==> config.mk <==
export PLATFORM = sky130hd
export DESIGN_NAME = lcd_bus_ctrl_flat
export DESIGN_NICKNAME = d
export VERILOG_FILES = /design/src/rtl/lcd_bus_ctrl_if.sv /design/src/rtl/lcd_bus_ctrl.sv /design/src/flat_wrapper.sv
export SDC_FILE = /design/constraint.sdc
export NUM_CORES = 1
export LEC_CHECK = 0
export ABC_AREA = 1
export CAP_MARGIN = 20
export CORE_UTILIZATION = 60
export CTS_BUF_LIST = sky130_fd_sc_hd__clkbuf_8
export CTS_CLUSTER_SIZE = 24
export DETAILED_ROUTE_END_ITERATION = 10
export PLACE_DENSITY = 0.78
export SETUP_SLACK_MARGIN = 0.3
export SLEW_MARGIN = 20
export SYNTH_ARGS = -nofsm -noshare
export SYNTH_HDL_FRONTEND = slang
export SYNTH_SLANG_ARGS = --single-unit
==> constraint.sdc <==
create_clock -name clk -period 4.25 [get_ports clk]
set_input_delay 0.85 -clock clk [delete_from_list [all_inputs] [get_ports clk]]
set_output_delay 0.85 -clock clk [all_outputs]
set_load 0.02 [all_outputs]
==> src/rtl/lcd_bus_ctrl_if.sv <==
`timescale 1ns/1ps
// Host write port of lcd_bus_ctrl: a valid/ready handshake that carries
// one panel word together with its data/command flag.
interface lcd_bus_ctrl_if #(
    parameter int DW = 16
);
    logic          in_valid;
    logic          in_ready;
    logic [DW-1:0] in_data;
    logic          in_is_data;

    modport master (output in_valid, output in_data, output in_is_data, input in_ready);
    modport slave  (input in_valid, input in_data, input in_is_data, output in_ready);
endinterface

==> src/rtl/lcd_bus_ctrl.sv <==
`timescale 1ns/1ps
// 8080-style parallel LCD write controller: panel hardware-reset sequencer,
// host write queue and a WR strobe generator with programmable phase lengths.
module lcd_bus_ctrl #(
    parameter int DW         = 16,
    parameter int FIFO_DEPTH = 8,
    parameter int T_SETUP    = 1,
    parameter int T_WRL      = 2,
    parameter int T_WRH      = 2,
    parameter int T_RST      = 10,
    parameter int T_RST_WAIT = 20
) (
    input  logic                          clk,
    input  logic                          reset,
    lcd_bus_ctrl_if.slave                 host,
    output logic [DW-1:0]                 lcd_data,
    output logic                          lcd_rs,
    output logic                          lcd_cs_n,
    output logic                          lcd_wr_n,
    output logic                          lcd_rd_n,
    output logic                          lcd_rst_n,
    output logic                          init_done,
    output logic                          busy,
    output logic [$clog2(FIFO_DEPTH):0]   fifo_level
);
    localparam int AW    = $clog2(FIFO_DEPTH);
    localparam int T_M1  = (T_RST > T_RST_WAIT) ? T_RST : T_RST_WAIT;
    localparam int T_M2  = (T_SETUP > T_WRL) ? T_SETUP : T_WRL;
    localparam int T_M3  = (T_M2 > T_WRH) ? T_M2 : T_WRH;
    localparam int T_MAX = (T_M1 > T_M3) ? T_M1 : T_M3;
    localparam int CW    = $clog2(T_MAX + 1);
    localparam logic [AW:0] DEPTH_L = FIFO_DEPTH[AW:0];

    typedef enum logic [2:0] {RST_HOLD, RST_WAIT, IDLE, SETUP, WR_LOW, WR_HIGH} state_e;

    state_e          state_q, state_d;
    logic [CW-1:0]   cnt_q, cnt_d;
    logic            pop;

    logic [DW:0]     mem_q [FIFO_DEPTH];
    logic [AW-1:0]   wr_ptr_q, rd_ptr_q;
    logic [AW:0]     level_q;
    logic            push, fifo_empty;

    logic [DW-1:0]   lcd_data_q, lcd_data_d;
    logic            lcd_rs_q, lcd_rs_d;
    logic            lcd_cs_n_q, lcd_cs_n_d;
    logic            lcd_wr_n_q, lcd_wr_n_d;
    logic            lcd_rst_n_q, lcd_rst_n_d;
    logic            init_done_q, init_done_d;

    // ready comes from the registered level, so a full queue refuses a push
    // even in a cycle where a pop frees a slot
    assign host.in_ready = (level_q < DEPTH_L);
    assign push          = host.in_valid && host.in_ready;
    assign fifo_empty    = (level_q == '0);

    // NOTE: the queue storage has no reset; the pointers and level define
    // which entries are valid, so stale contents are never observed.
    always_ff @(posedge clk) begin
        if (push) begin
            mem_q[wr_ptr_q] <= {host.in_is_data, host.in_data};
        end
    end

    always_ff @(posedge clk) begin
        if (!reset) begin
            wr_ptr_q <= '0;
            rd_ptr_q <= '0;
            level_q  <= '0;
        end else begin
            if (push) wr_ptr_q <= wr_ptr_q + AW'(1);
            if (pop)  rd_ptr_q <= rd_ptr_q + AW'(1);
            unique case ({push, pop})
                2'b10:   level_q <= level_q + (AW+1)'(1);
                2'b01:   level_q <= level_q - (AW+1)'(1);
                default: level_q <= level_q;
            endcase
        end
    end

    // State and all panel-facing outputs are registered together so the pins
    // change only on clock edges.
    always_ff @(posedge clk) begin
        if (!reset) begin
            state_q     <= RST_HOLD;
            cnt_q       <= '0;
            lcd_data_q  <= '0;
            lcd_rs_q    <= 1'b0;
            lcd_cs_n_q  <= 1'b1;
            lcd_wr_n_q  <= 1'b1;
            lcd_rst_n_q <= 1'b0;
            init_done_q <= 1'b0;
        end else begin
            state_q     <= state_d;
            cnt_q       <= cnt_d;
            lcd_data_q  <= lcd_data_d;
            lcd_rs_q    <= lcd_rs_d;
            lcd_cs_n_q  <= lcd_cs_n_d;
            lcd_wr_n_q  <= lcd_wr_n_d;
            lcd_rst_n_q <= lcd_rst_n_d;
            init_done_q <= init_done_d;
        end
    end

    // NOTE: every signal assigned in a combinational block gets a default
    // first, so no path through the case statement can infer a latch.
    always_comb begin
        state_d = state_q;
        cnt_d   = cnt_q + CW'(1);
        pop     = 1'b0;
        unique case (state_q)
            RST_HOLD: if (cnt_q == CW'(T_RST - 1)) begin
                state_d = RST_WAIT;
                cnt_d   = '0;
            end
            RST_WAIT: if (cnt_q == CW'(T_RST_WAIT - 1)) begin
                state_d = IDLE;
                cnt_d   = '0;
            end
            IDLE: begin
                cnt_d = '0;
                if (!fifo_empty) begin
                    pop     = 1'b1;
                    state_d = SETUP;
                end
            end
            SETUP: if (cnt_q == CW'(T_SETUP - 1)) begin
                state_d = WR_LOW;
                cnt_d   = '0;
            end
            WR_LOW: if (cnt_q == CW'(T_WRL - 1)) begin
                state_d = WR_HIGH;
                cnt_d   = '0;
            end
            WR_HIGH: if (cnt_q == CW'(T_WRH - 1)) begin
                cnt_d = '0;
                if (!fifo_empty) begin
                    pop     = 1'b1;
                    state_d = SETUP;
                end else begin
                    state_d = IDLE;
                end
            end
            default: begin
                state_d = RST_HOLD;
                cnt_d   = '0;
            end
        endcase
    end

    always_comb begin
        lcd_rst_n_d = (state_d != RST_HOLD);
        lcd_wr_n_d  = (state_d != WR_LOW);
        lcd_cs_n_d  = !(state_d inside {SETUP, WR_LOW, WR_HIGH});
        init_done_d = !(state_d inside {RST_HOLD, RST_WAIT});
        lcd_data_d  = lcd_data_q;
        lcd_rs_d    = lcd_rs_q;
        if (pop) begin
            {lcd_rs_d, lcd_data_d} = mem_q[rd_ptr_q];
        end
    end

    assign lcd_data   = lcd_data_q;
    assign lcd_rs     = lcd_rs_q;
    assign lcd_cs_n   = lcd_cs_n_q;
    assign lcd_wr_n   = lcd_wr_n_q;
    assign lcd_rd_n   = 1'b1;
    assign lcd_rst_n  = lcd_rst_n_q;
    assign init_done  = init_done_q;
    assign busy       = (state_q inside {SETUP, WR_LOW, WR_HIGH}) || !fifo_empty;
    assign fifo_level = level_q;
endmodule

==> src/flat_wrapper.sv <==
// flat-port wrapper written by rule: the top's interface ports become plain ports
module lcd_bus_ctrl_flat 
#(
    parameter int DW         = 16,
    parameter int FIFO_DEPTH = 8,
    parameter int T_SETUP    = 1,
    parameter int T_WRL      = 2,
    parameter int T_WRH      = 2,
    parameter int T_RST      = 10,
    parameter int T_RST_WAIT = 20
)
  (clk, reset, lcd_data, lcd_rs, lcd_cs_n, lcd_wr_n, lcd_rd_n, lcd_rst_n, init_done, busy, fifo_level, host_in_valid, host_in_data, host_in_is_data, host_in_ready);
  lcd_bus_ctrl_if #(.DW(DW)) host_i ();
  input  logic clk;
  input  logic reset;
  output logic [DW-1:0] lcd_data;
  output logic lcd_rs;
  output logic lcd_cs_n;
  output logic lcd_wr_n;
  output logic lcd_rd_n;
  output logic lcd_rst_n;
  output logic init_done;
  output logic busy;
  output logic [$clog2(FIFO_DEPTH):0] fifo_level;
  input wire logic [$bits(host_i.in_valid)-1:0] host_in_valid;
  input wire logic [$bits(host_i.in_data)-1:0] host_in_data;
  input wire logic [$bits(host_i.in_is_data)-1:0] host_in_is_data;
  output wire logic [$bits(host_i.in_ready)-1:0] host_in_ready;
  assign host_i.in_valid = host_in_valid;
  assign host_i.in_data = host_in_data;
  assign host_i.in_is_data = host_in_is_data;
  assign host_in_ready = host_i.in_ready;
  lcd_bus_ctrl #(.DW(DW), .FIFO_DEPTH(FIFO_DEPTH), .T_SETUP(T_SETUP), .T_WRL(T_WRL), .T_WRH(T_WRH), .T_RST(T_RST), .T_RST_WAIT(T_RST_WAIT)) u_core (.clk(clk), .reset(reset), .host(host_i), .lcd_data(lcd_data), .lcd_rs(lcd_rs), .lcd_cs_n(lcd_cs_n), .lcd_wr_n(lcd_wr_n), .lcd_rd_n(lcd_rd_n), .lcd_rst_n(lcd_rst_n), .init_done(init_done), .busy(busy), .fifo_level(fifo_level));
endmodule
==> results of run 1 <==
==> area by class of cell <==
cell class,count,area (um2),share of cell area [%]
Sequential cell,175,4866,58.51
Tap cell,147,183.9,2.212
Timing Repair Buffer,57,543.0,6.529
Inverter,32,122.6,1.474
Clock inverter,15,210.2,2.527
Clock buffer,17,234.0,2.813
Multi-Input combinational cell,429,2157,25.94
==> metal layers <==
metal / vias to the layer above / global-route usage [%] / share of wire [%]
li1: 2349 / - / -
met1: 2298 / 32.01 / 42
met2: 209 / 38.93 / 48
met3: 25 / 6.267 / 7.9
met4: 0 / 12.62 / 2.1
met5: - / 0 / 0
==> Yosys cell counts, drive strengths merged (2+ instances only) <==
master / instances
edfxtp: 136
dfxtp: 39
nand3: 61
nor2: 132
xor2: 2
clkbuf: 10
o21ai: 59
nand2: 127
ha: 8
a21oi: 30
inv: 31
buf: 23
xnor2: 4
==> sequential cells by signal (all words and copies together) (netlist names) <==
register and flops:
u_core.mem_q 136, u_core.init_done 1, u_core.rd_ptr_q 3, u_core.lcd_wr_n 1
u_core.state_q 3, u_core.lcd_rst_n 1, u_core.lcd_data 16, u_core.lcd_rs 1
u_core.fifo_level 4, u_core.cnt_q 5, u_core.lcd_cs_n 1, u_core.wr_ptr_q 3
==> layout by cell type (no fill, tap or decap), drive strengths merged, types with 2 or more instances in the layout <==
cell type / count
a21oi: 30
buf: 11
bufinv: 4
clkbuf: 17
clkdlybuf4s50: 46
clkinv: 7
clkinvlp: 3
dfxtp: 39
edfxtp: 136
ha: 8
inv: 33
nand2: 127
nand3: 61
nor2: 132
o21ai: 59
xnor2: 4
xor2: 2
==> through the flow <==
step	cell area, um2	total power, W	worst slack, ns
global route	8317	0.003400	1.281
floorplan	7366	0.002014	1.949
global placement	7873	0.002073	1.532
detailed placement	7873	0.002082	1.417
finish	8317	0.003297	1.380
CTS	8317	0.003310	1.362
==> worst min path at each step <==
stage | start | depth (start not counted) | end | slack, ns
detailed placement | u_core.lcd_data[2]$_SDFFE_PN0P_ | 2 | u_core.lcd_data[2]$_SDFFE_PN0P_ | 0.47
global placement | u_core.cnt_q[0]$_SDFF_PN0_ | 1 | u_core.cnt_q[0]$_SDFF_PN0_ | 0.46
CTS | u_core.lcd_data[2]$_SDFFE_PN0P_ | 2 | u_core.lcd_data[2]$_SDFFE_PN0P_ | 0.48
finish | u_core.lcd_data[2]$_SDFFE_PN0P_ | 2 | u_core.lcd_data[2]$_SDFFE_PN0P_ | 0.48
floorplan | u_core.cnt_q[0]$_SDFF_PN0_ | 1 | u_core.cnt_q[0]$_SDFF_PN0_ | 0.44
global route | u_core.lcd_data[3]$_SDFFE_PN0P_ | 2 | u_core.lcd_data[3]$_SDFFE_PN0P_ | 0.51
==> worst max-delay path: cells and delay by family, from the launching register on <==
kind	cells	cell delay, ns
DFF	1	0.41
buffers and inverters	3	0.68
and+or+nand+nor	2	0.46
==> power groups by stage <==
stage / Clock (W) / Combinational [W] / Sequential [W]
2_1_floorplan: 0 / 0.0000801 / 0.00193
3_3_place_gp: 0 / 0.000142 / 0.00193
3_5_place_dp: 0 / 0.000150 / 0.00193
4_1_cts: 0.00127 / 0.000150 / 0.00189
5_1_grt: 0.00133 / 0.000168 / 0.00190
6_report: 0.00125 / 0.000150 / 0.00189
==> kinds of logic after synthesis <==
group / Yosys count / share of synthesized area [%]
AOI/OAI and AO/OA: 89 / 7.066
adders and majority gates: 9 / 1.631
other: 1 / 0.05091
DFF: 175 / 66.04
buffers and inverters: 65 / 4.671
and+or+nand+nor: 324 / 19.82
xor gates and xnor gates: 6 / 0.7134
==> metrics.md, run 1 <==
| Metric | Value |
|---|---|
| Max-cap violations | `0` |
| Logic pwr share | `approximately 4.6%` |
| Worst Setup Path Type | `register to primary output` |
| H-tree Lvls | `4` |
| Number of DRC markers in iteration 0 | `roughly 460` |
| Post-route ant nets | `0` |
| DRC viols | `0` |
| Internal | `roughly 0.0026 W` |
| Syn Inst Count | `669` |
| Synth unique cells | `33` |
| Synth area leaders | `edfxtp_1 (55%), dfxtp_1 (11%), nor2_1 (6.5%), nand2_1 (5.7%), o21ai_0 (3.7%)` |
| GRT overflow | `0` |
| Main synth FF type | `edfxtp_1` |
| First-pass GRT wire length | `23260 um` |
| Rel. slew slack | `34.78%` |
| Routed vias/inst | `5.597` |
| CTS hold repair buffers | `0` |
| Die height | `112.8 um` |
| GRT Overall Usage | `between 20% and 30%` |
| Non-Filler Instances | `around 870` |
| Largest net degree at the start of global routing | `69` |
| Post-DR wirelength/cell | `16.65 um` |
| Max Fanout on Critical Path | `4` |
| Seq/Total Area, Yosys | `between 60 and 70%` |
| I/O Pins | `48` |
| Worst EP arrival | `2.02 ns` |
| Outcome | `completed` |
| CTS clk-pin slew, worst paths | `about 0.09 ns` |
| Net Sw Frac | `roughly 22%` |
| Worst r2r path cells | `12` |
| Setup TNS | `0 ns` |
| Fin. max-slew vios | `0` |
| Initial antenna violation count | `0` |
| Total leakage power | `2.944 nW` |
| Total core area | `approximately 12000 um2` |
| Max incr delay on CP | `about 0.54 ns` |
| Share of the synthesized area in the top cell type | `roughly 55%` |
| Worst-Margin Slew | `0.9722 ns` |
| RSZ-0062 raised after global routing | `false` |
| Flop2flop setup slack | `between 1.5 and 2 ns` |
| Worst r2r dst | `u_core.fifo_level[3]$_SDFFE_PN0P_` |
| Sw power | `0.0007171 W` |
| Avg Cell Area, Syn | `between 10 and 15 um2` |
| TritonCTS Buffers | `17` |
| Fill count | `867` |
| N_diodes | `0` |
| Count of flip-flops with a built-in enable after synthesis | `roughly 140` |
| Via count of the routed design | `4881` |
| Net Count, Synth | `698` |
| Async SR Flop Fraction | `0%` |
| Chip width | `112.8 um` |
| DP Wirelength | `8496 um` |
| Vias in the first global route | `between 4000 and 5000` |
| Initial Utilization | `roughly three fifths` |
| Sequential Power Share | `about 57%` |
| Crit path required time | `3.40 ns` |
| Worst vdd ir | `0.0003264 V` |
| Placed insts | `840` |
| Clock skew | `0.008378 ns` |
| Final hold slack | `between 0.4 and 0.5 ns` |
| Clock power share | `38.0%` |
| # nets final | `741` |
| Fin crit share | `between 60% and 70%` |
| Area Overhead vs Synth | `12.91%` |
| Critical Path End | `busy` |
| CTS tree | `done` |
| Final hold violations | `0` |
| CTS resizes | `0` |
| Critical path endpoint category | `primary output` |
| Routability cong. | `between 0.8 and 0.9` |
| R2r startpoint | `u_core.cnt_q[0]$_SDFF_PN0_` |
| Synth area leader | `edfxtp_1` |
| Post-Syn Area | `around 7400 um2` |
| Yosys reg bits | `175` |
| Postcts setup bufs | `0` |
| CTS Buffer Depth | `2` |
| Final design utilization | `between 60% and 70%` |
| Worst setup SP type | `register` |
| Crit-path slowest cell | `clkdlybuf4s50_1` |
| Die area | `approximately 13000 um2` |
| Ys Warns | `0` |
| Setup crit start | `u_core.state_q[1]$_SDFF_PN0_` |
| Share of cells above drive strength 1 | `approximately 15%` |
| FMAX | `about 350 MHz` |
| FP Rows | `40` |
| Port Buf Inserts | `46` |
| Power per standard cell area | `around 400 nW/um2` |
| CTS Sinks | `175` |
| Post-Route WL | `around 15000 um` |
| Setup violators final | `0` |
| Final min period | `2.870 ns` |
| Clock insertion delay at the later pin of the skew report | `between 0.4 and 0.5 ns` |
| Pre-Repair DR Iteration Count | `5` |
| Clock root buffer | `clkbuf_8` |
| Crit-path cells | `inv_2 -> nand2_2 -> inv_1 -> or3_1 -> clkdlybuf4s50_1` |
| Worst Hold Class | `register to register` |
No activity file was read; power rests on OpenSTA's default activity.
==> run 2: changes to the inputs <==
==> constraint.sdc (replaced) <==
create_clock -name clk -period 2.86 [get_ports clk]
set_input_delay 0.572 -clock clk [delete_from_list [all_inputs] [get_ports clk]]
set_output_delay 0.572 -clock clk [all_outputs]
set_load 0.02 [all_outputs]
==> metrics.md, run 2 (synthesis gave the netlist of run 1 again) <==
| Metric | Value |
|---|---|
| Largest net degree at the start of global routing | `69 (unchanged)` |
| Postcts setup bufs | `0 (unchanged)` |
| Commonest cells after routing, fill and taps aside | `edfxtp_1 (136), nor2_1 (128), nand2_1 (112) (unchanged)` |
| CTS Buffer Depth | `2 (unchanged)` |
| Routability cong. | `0.8686 (was 0.8797)` |
| FMAX | `about 460 MHz` |
| Number of DRC markers in iteration 0 | `458 (was 455)` |
| Area Overhead vs Synth | `13.69% (was 12.91%)` |
| Max incr delay on CP | `0.39 ns (was 0.54 ns)` |
| Worst setup SP type | `register (unchanged)` |
| TritonCTS Buffers | `17 (unchanged)` |
| Initial Utilization | `61.32% (unchanged)` |
| Fill count | `859 (was 867)` |
| Crit path required time | `2.29 ns (was 3.40 ns)` |
| Power per standard cell area | `589.2 nW/um2 (was 396.5 nW/um2)` |
| Post-route ant nets | `0 (unchanged)` |
| Routed vias/inst | `5.515 (was 5.597)` |
| Most flops, register | `u_core.mem_q (unchanged)` |
| Die height | `112.8 um (unchanged)` |
| GRT Overall Usage | `25.41% (was 24.70%)` |
| Post-DR wirelength/cell | `16.98 um (was 16.65 um)` |
| Clock insertion delay at the later pin of the skew report | `0.46 ns (was 0.47 ns)` |
| Total power | `0.004934 W (was 0.003297 W)` |
| R2r startpoint | `u_core.cnt_q[0]$_SDFF_PN0_ (unchanged)` |
| CTS tree | `done (unchanged)` |
| Crit-path slowest cell | `dfxtp_1 (was clkdlybuf4s50_1)` |
| Share of cells above drive strength 1 | `15.78% (was 15.17%)` |
| Final hold violations | `0 (unchanged)` |
| Setup TNS | `0 ns (unchanged)` |
| First-pass GRT wire length | `24020 um (was 23260 um)` |
| Via count of the routed design | `4831 (was 4881)` |
| Crit path max-delay family | `simple AND/OR/NAND/NOR gates (was buffers and inverters)` |
| Port Buf Inserts | `46 (unchanged)` |
| GRT overflow | `0 (unchanged)` |
| Worst EP arrival | `1.62 ns (was 2.02 ns)` |
| Rel. slew slack | `47.94% (was 34.78%)` |
| Setup violators final | `0 (unchanged)` |
| Initial antenna violation count | `0 (unchanged)` |
| Fin crit share | `76.73%` |
| H-tree Lvls | `4 (unchanged)` |
| Hold path endpoint | `u_core.lcd_data[2]$_SDFFE_PN0P_ (unchanged)` |
| Pre-Repair DR Iteration Count | `4 (was 5)` |
| Max FFs per register | `136 (unchanged)` |
| Most common cell after layout, fill and taps aside | `edfxtp_1 (unchanged)` |
| Chip width | `112.8 um (unchanged)` |
| RSZ-0062 raised after global routing | `false (unchanged)` |
| DRC viols | `0 (unchanged)` |
| N_diodes | `0 (unchanged)` |
| Max Fanout on Critical Path | `4 (unchanged)` |
| CTS Sinks | `175 (unchanged)` |
| Critical path endpoint category | `primary output (unchanged)` |
| Vias in the first global route | `4654 (was 4688)` |
| I/O Pins | `48 (unchanged)` |
| Worst r2r path cells | `11 (was 12)` |
| Worst Hold Path Cells | `2 (unchanged)` |
| Worst Setup Path Type | `register to primary output (unchanged)` |
| DP Wirelength | `8774 um (was 8496 um)` |
| Clock root buffer | `clkbuf_8 (unchanged)` |
| Post-Route WL | `14870 um (was 14520 um)` |
| FP Rows | `40 (unchanged)` |
| Crit-path cells | `inv_2 -> nand2_2 -> inv_1 -> or3_1 -> dlymetal6s2s_1 (was inv_2 -> nand2_2 -> inv_1 -> or3_1 -> clkdlybuf4s50_1)` |
| CTS clk-pin slew, worst paths | `0.09 ns (about the same)` |
| Max-cap violations | `0 (unchanged)` |
| Total core area | `12010 um2 (unchanged)` |
| Worst vdd ir | `0.0003979 V (was 0.0003264 V)` |
| Final min period | `2.194 ns` |
| Fin. max-slew vios | `0 (unchanged)` |
| Flop2flop setup slack | `0.67 ns (was 1.65 ns)` |
| Worst r2r dst | `u_core.fifo_level[2]$_SDFFE_PN0P_ (was u_core.fifo_level[3]$_SDFFE_PN0P_)` |
| Die area | `12720 um2 (unchanged)` |
| # nets final | `745 (was 741)` |
| Worst-Margin Slew | `0.7761 ns (was 0.9722 ns)` |
| HP Start | `u_core.lcd_data[2]$_SDFFE_PN0P_ (unchanged)` |
| Worst Hold Class | `register to register (unchanged)` |
| Total leakage power | `2.997 nW (was 2.944 nW)` |
| Clock skew | `0.01031 ns (was 0.008378 ns)` |
| Outcome | `completed (unchanged)` |
| Buf/Inv on CP | `3 (unchanged)` |
-- run 2: cell types whose count changed in the layout (fill, tap and decap cells not counted), moves of 2 or more --
cell,previous run,this run
clkinv_1,3,1
clkinvlp_4,3,1
clkbuf_8,17,20
buf_4,11,14
clkinv_2,0,2
-- run 2: what timing repair did --
| item | in CTS | in global routing |
|---|---|---|
| endpoints found under the setup margin | 0 | 1 |
| gates resized for setup | 0 | 1 |
| hold buffers | 0 | 0 |
-- run 2: stage by stage --
stage	setup WS (ns)	util [%]	hold slack, ns	cells	area [um2]
4_1_cts	0.3011	69.70	0.4767	876	8372
3_5_place_dp	0.4302	65.90	0.4613	844	7915
3_3_place_gp	0.5219	65.90	0.4592	844	7915
5_1_grt	0.4486	69.72	0.4987	876	8374
6_report	0.6656	69.72	0.4760	876	8374
2_1_floorplan	0.7157	-	0.4443	669	7366
-- run 2: layout make-up --
| class | count | area [um2] | share of cell area [%] |
|---|---|---|---|
| inverters | 32 | 122.6 | 1.464 |
| multi-input cells | 429 | 2157 | 25.76 |
| well taps | 147 | 183.9 | 2.196 |
| repair buffers | 61 | 588.1 | 7.022 |
| flip-flops and latches | 175 | 4866 | 58.11 |
| clock buffers | 20 | 275.3 | 3.287 |
| clock inverters | 12 | 181.4 | 2.166 |
-- run 2: where the power goes --
group          leakage [nW]  switching, W  total [W]  internal (W)
Clock                 0.230      0.000869    0.00190       0.00103
Combinational          1.22      0.000143   0.000223     0.0000798
Sequential             1.55     0.0000212    0.00281       0.00279
Total                  3.00       0.00103    0.00493       0.00390
-- run 2: layer usage --
metal  track usage [%]  vias up  routed length [um]
met5                 0        -                   0
met4             11.11        0                 271
met3             4.713       21                 850
met2             40.25      162                7279
met1             34.72     2300                6469
li1                  -     2348                   -
-- run 2: worst min-delay path, delay by kind of cell, from the launching register on --
family             cells  cell delay [ns]
AOI/OAI and AO/OA      1             0.05
and+or+nand+nor        1             0.07
DFF                    1             0.32
-- run 2: worst max path at each step --
stage / start / to / slack, ns / depth (start not counted)
2_1_floorplan: u_core.cnt_q[0]$_SDFF_PN0_ / u_core.fifo_level[2]$_SDFFE_PN0P_ / 0.72 / 12
3_3_place_gp: host_in_valid / u_core.fifo_level[3]$_SDFFE_PN0P_ / 0.52 / 9
3_5_place_dp: host_in_valid / u_core.fifo_level[3]$_SDFFE_PN0P_ / 0.43 / 9
4_1_cts: u_core.state_q[1]$_SDFF_PN0_ / busy / 0.30 / 5
5_1_grt: u_core.cnt_q[0]$_SDFF_PN0_ / u_core.fifo_level[3]$_SDFFE_PN0P_ / 0.45 / 12
6_report: u_core.state_q[1]$_SDFF_PN0_ / busy / 0.67 / 5
==> run 3: changes to the inputs <==
==> constraint.sdc (replaced) <==
create_clock -name clk -period 2.07 [get_ports clk]
set_input_delay 0.414 -clock clk [delete_from_list [all_inputs] [get_ports clk]]
set_output_delay 0.414 -clock clk [all_outputs]
set_load 0.02 [all_outputs]
==> metrics.md, run 3 (synthesis gave the netlist of run 1 again) <==
| Metric | Value |
|---|---|
| Clock root buffer | `clkbuf_8 (unchanged)` |
| Die area | `12720 um2 (unchanged)` |
| Port Buf Inserts | `46 (unchanged)` |
| Crit-path slowest cell | `or3_1 (was dfxtp_1)` |
| Crit path required time | `1.66 ns (was 2.29 ns)` |
| Total leakage power | `3.239 nW (was 2.997 nW)` |
| Worst-Margin Slew | `0.6011 ns (was 0.7761 ns)` |
| Routability cong. | `0.8852 (was 0.8686)` |
| Most flops, register | `u_core.mem_q (unchanged)` |
| Post-route ant nets | `0 (unchanged)` |
| GRT overflow | `0 (unchanged)` |
| Final setup margin | `0.1382 ns (was 0.6656 ns)` |
| Commonest cells after routing, fill and taps aside | `edfxtp_1 (136), nor2_1 (114), nand2_1 (106) (was edfxtp_1 (136), nor2_1 (128), nand2_1 (112))` |
| Largest net degree at the start of global routing | `69 (unchanged)` |
| Fin crit share | `about 93%` |
| First-pass GRT wire length | `24610 um (was 24020 um)` |
| Post-Route WL | `15520 um (was 14870 um)` |
| # nets final | `766 (was 745)` |
| Setup violators final | `0 (unchanged)` |
| Worst slack, placed | `-0.1030 ns (was 0.4302 ns)` |
| Clock skew | `0.01038 ns (was 0.01031 ns)` |
| CTS Sinks | `175 (unchanged)` |
| Crit-path cells | `inv_2 -> nand2_4 -> inv_1 -> or3_1 -> buf_6 (was inv_2 -> nand2_2 -> inv_1 -> or3_1 -> dlymetal6s2s_1)` |
| Vias in the first global route | `4868 (was 4654)` |
| Worst Setup Path Type | `register to primary output (unchanged)` |
| Chip width | `112.8 um (unchanged)` |
| CTS clk-pin slew, worst paths | `0.08 ns (was 0.09 ns)` |
| Clock insertion delay at the later pin of the skew report | `0.45 ns (was 0.46 ns)` |
| Number of DRC markers in iteration 0 | `529 (was 458)` |
| Rel. slew slack | `59.93% (was 47.94%)` |
| H-tree Lvls | `4 (unchanged)` |
| Final min period | `1.932 ns` |
| Post-Place Cell Area | `8170 um2 (was 7915 um2)` |
| N_diodes | `0 (unchanged)` |
| Non-Filler Instances | `895 (was 876)` |
| Worst Hold Class | `register to register (unchanged)` |
| Pre-Repair DR Iteration Count | `5 (was 4)` |
| FP Rows | `40 (unchanged)` |
| DRC viols | `0 (unchanged)` |
| Fin area | `8801 um2 (was 8374 um2)` |
| Placed insts | `849 (was 844)` |
| Initial Utilization | `61.32% (unchanged)` |
| Total core area | `12010 um2 (unchanged)` |
| Final hold violations | `0 (unchanged)` |
| Area Overhead vs Synth | `19.48% (was 13.69%)` |
| Worst EP arrival | `1.52 ns (was 1.62 ns)` |
| TritonCTS Buffers | `17 (unchanged)` |
| Via count of the routed design | `5028 (was 4831)` |
| CTS tree | `done (unchanged)` |
| Max-cap violations | `0 (unchanged)` |
| FMAX | `517.7 MHz` |
| Power per standard cell area | `780.9 nW/um2 (was 589.2 nW/um2)` |
| Final design utilization | `73.27% (was 69.72%)` |
| Outcome | `completed (unchanged)` |
| RSZ-0062 raised after global routing | `true (was false)` |
| GRT Overall Usage | `26.08% (was 25.41%)` |
| Max FFs per register | `136 (unchanged)` |
| Post-DR wirelength/cell | `17.34 um (was 16.98 um)` |
| Die height | `112.8 um (unchanged)` |
| CTS Buffer Depth | `2 (unchanged)` |
| Fin. max-slew vios | `0 (unchanged)` |
| Max incr delay on CP | `0.38 ns (was 0.39 ns)` |
| I/O Pins | `48 (unchanged)` |
| Most common cell after layout, fill and taps aside | `edfxtp_1 (unchanged)` |
| Share of cells above drive strength 1 | `23.40% (was 15.78%)` |
| Max Fanout on Critical Path | `3 (was 4)` |
| Worst setup SP type | `register (unchanged)` |
| Worst vdd ir | `0.0006384 V (was 0.0003979 V)` |
| DP Wirelength | `10370 um (was 8774 um)` |
| Routed vias/inst | `5.618 (was 5.515)` |
| Initial antenna violation count | `0 (unchanged)` |
| Critical path endpoint category | `primary output (unchanged)` |
| Final hold slack | `0.4710 ns (was 0.4760 ns)` |
[run 3: cell types whose count changed in the layout (fill, tap and decap cells not counted), sizes merged]
cell / delta
dlygate4sd2: +25
clkdlybuf4s50: -26
dlymetal6s2s: -1
clkbuf: -2
buf: +22
bufinv: +1
[run 3: per-stage QoR]
step                      total power [W]  setup TNS (ns)
final                            0.006872               0
after CTS                        0.006862               0
after global routing             0.007086               0
after floorplan                  0.004156               0
after global placement           0.004313         -0.1117
after detailed placement         0.004330          -6.925
[run 3: worst max-delay path: cells and delay by family (launching register included)]
kind / cells / cell delay, ns
buf+inv: 3 / 0.26
simple gates: 2 / 0.46
flops: 1 / 0.36
[run 3: path summary, 6_finish.rpt]
kind | start | to | slack, ns | cells past startpoint
min | u_core.lcd_data[1]$_SDFFE_PN0P_ | u_core.lcd_data[1]$_SDFFE_PN0P_ | 0.47 | 2
max | u_core.state_q[1]$_SDFF_PN0_ | busy | 0.14 | 5
max reg2reg | u_core.fifo_level[3]$_SDFFE_PN0P_ | u_core.fifo_level[3]$_SDFFE_PN0P_ | 0.18 | 12
min reg2reg | u_core.lcd_data[1]$_SDFFE_PN0P_ | u_core.lcd_data[1]$_SDFFE_PN0P_ | 0.47 | 2
[run 3: repair_timing]
item	4_1_cts	5_1_grt
hold buffers	0	0
pin swaps	6	16
gates resized for setup	40	28
endpoints found under the setup margin	30	134
buffers inserted	11	5
[run 3: layout make-up]
cell class	count	area [um2]
timing repair buffer	82	828.3
tap	147	183.9
clock buffer	17	234.0
inverter	32	122.6
clock inverter	13	196.4
multi-input combinational	429	2354
sequential	175	4882
fill	806	3211
[run 3: metal layers]
layer | share of wire, % | vias to the layer above | wire length [um] | GRT usage [%]
met5 | 0 | - | 0 | 0
met4 | 1.5 | 0 | 225 | 10.49
met3 | 7.3 | 21 | 1126 | 5.196
met2 | 48 | 245 | 7392 | 41.69
met1 | 44 | 2372 | 6770 | 35.44
li1 | - | 2390 | - | -
[run 3: where the power goes]
part | switching (W) | total (W) | leakage (nW) | internal, W
registers | 0.0000305 | 0.00389 | 1.56 | 0.00386
clock network | 0.00115 | 0.00256 | 0.218 | 0.00141
logic | 0.000249 | 0.000427 | 1.47 | 0.000178
total | 0.00142 | 0.00687 | 3.24 | 0.00545
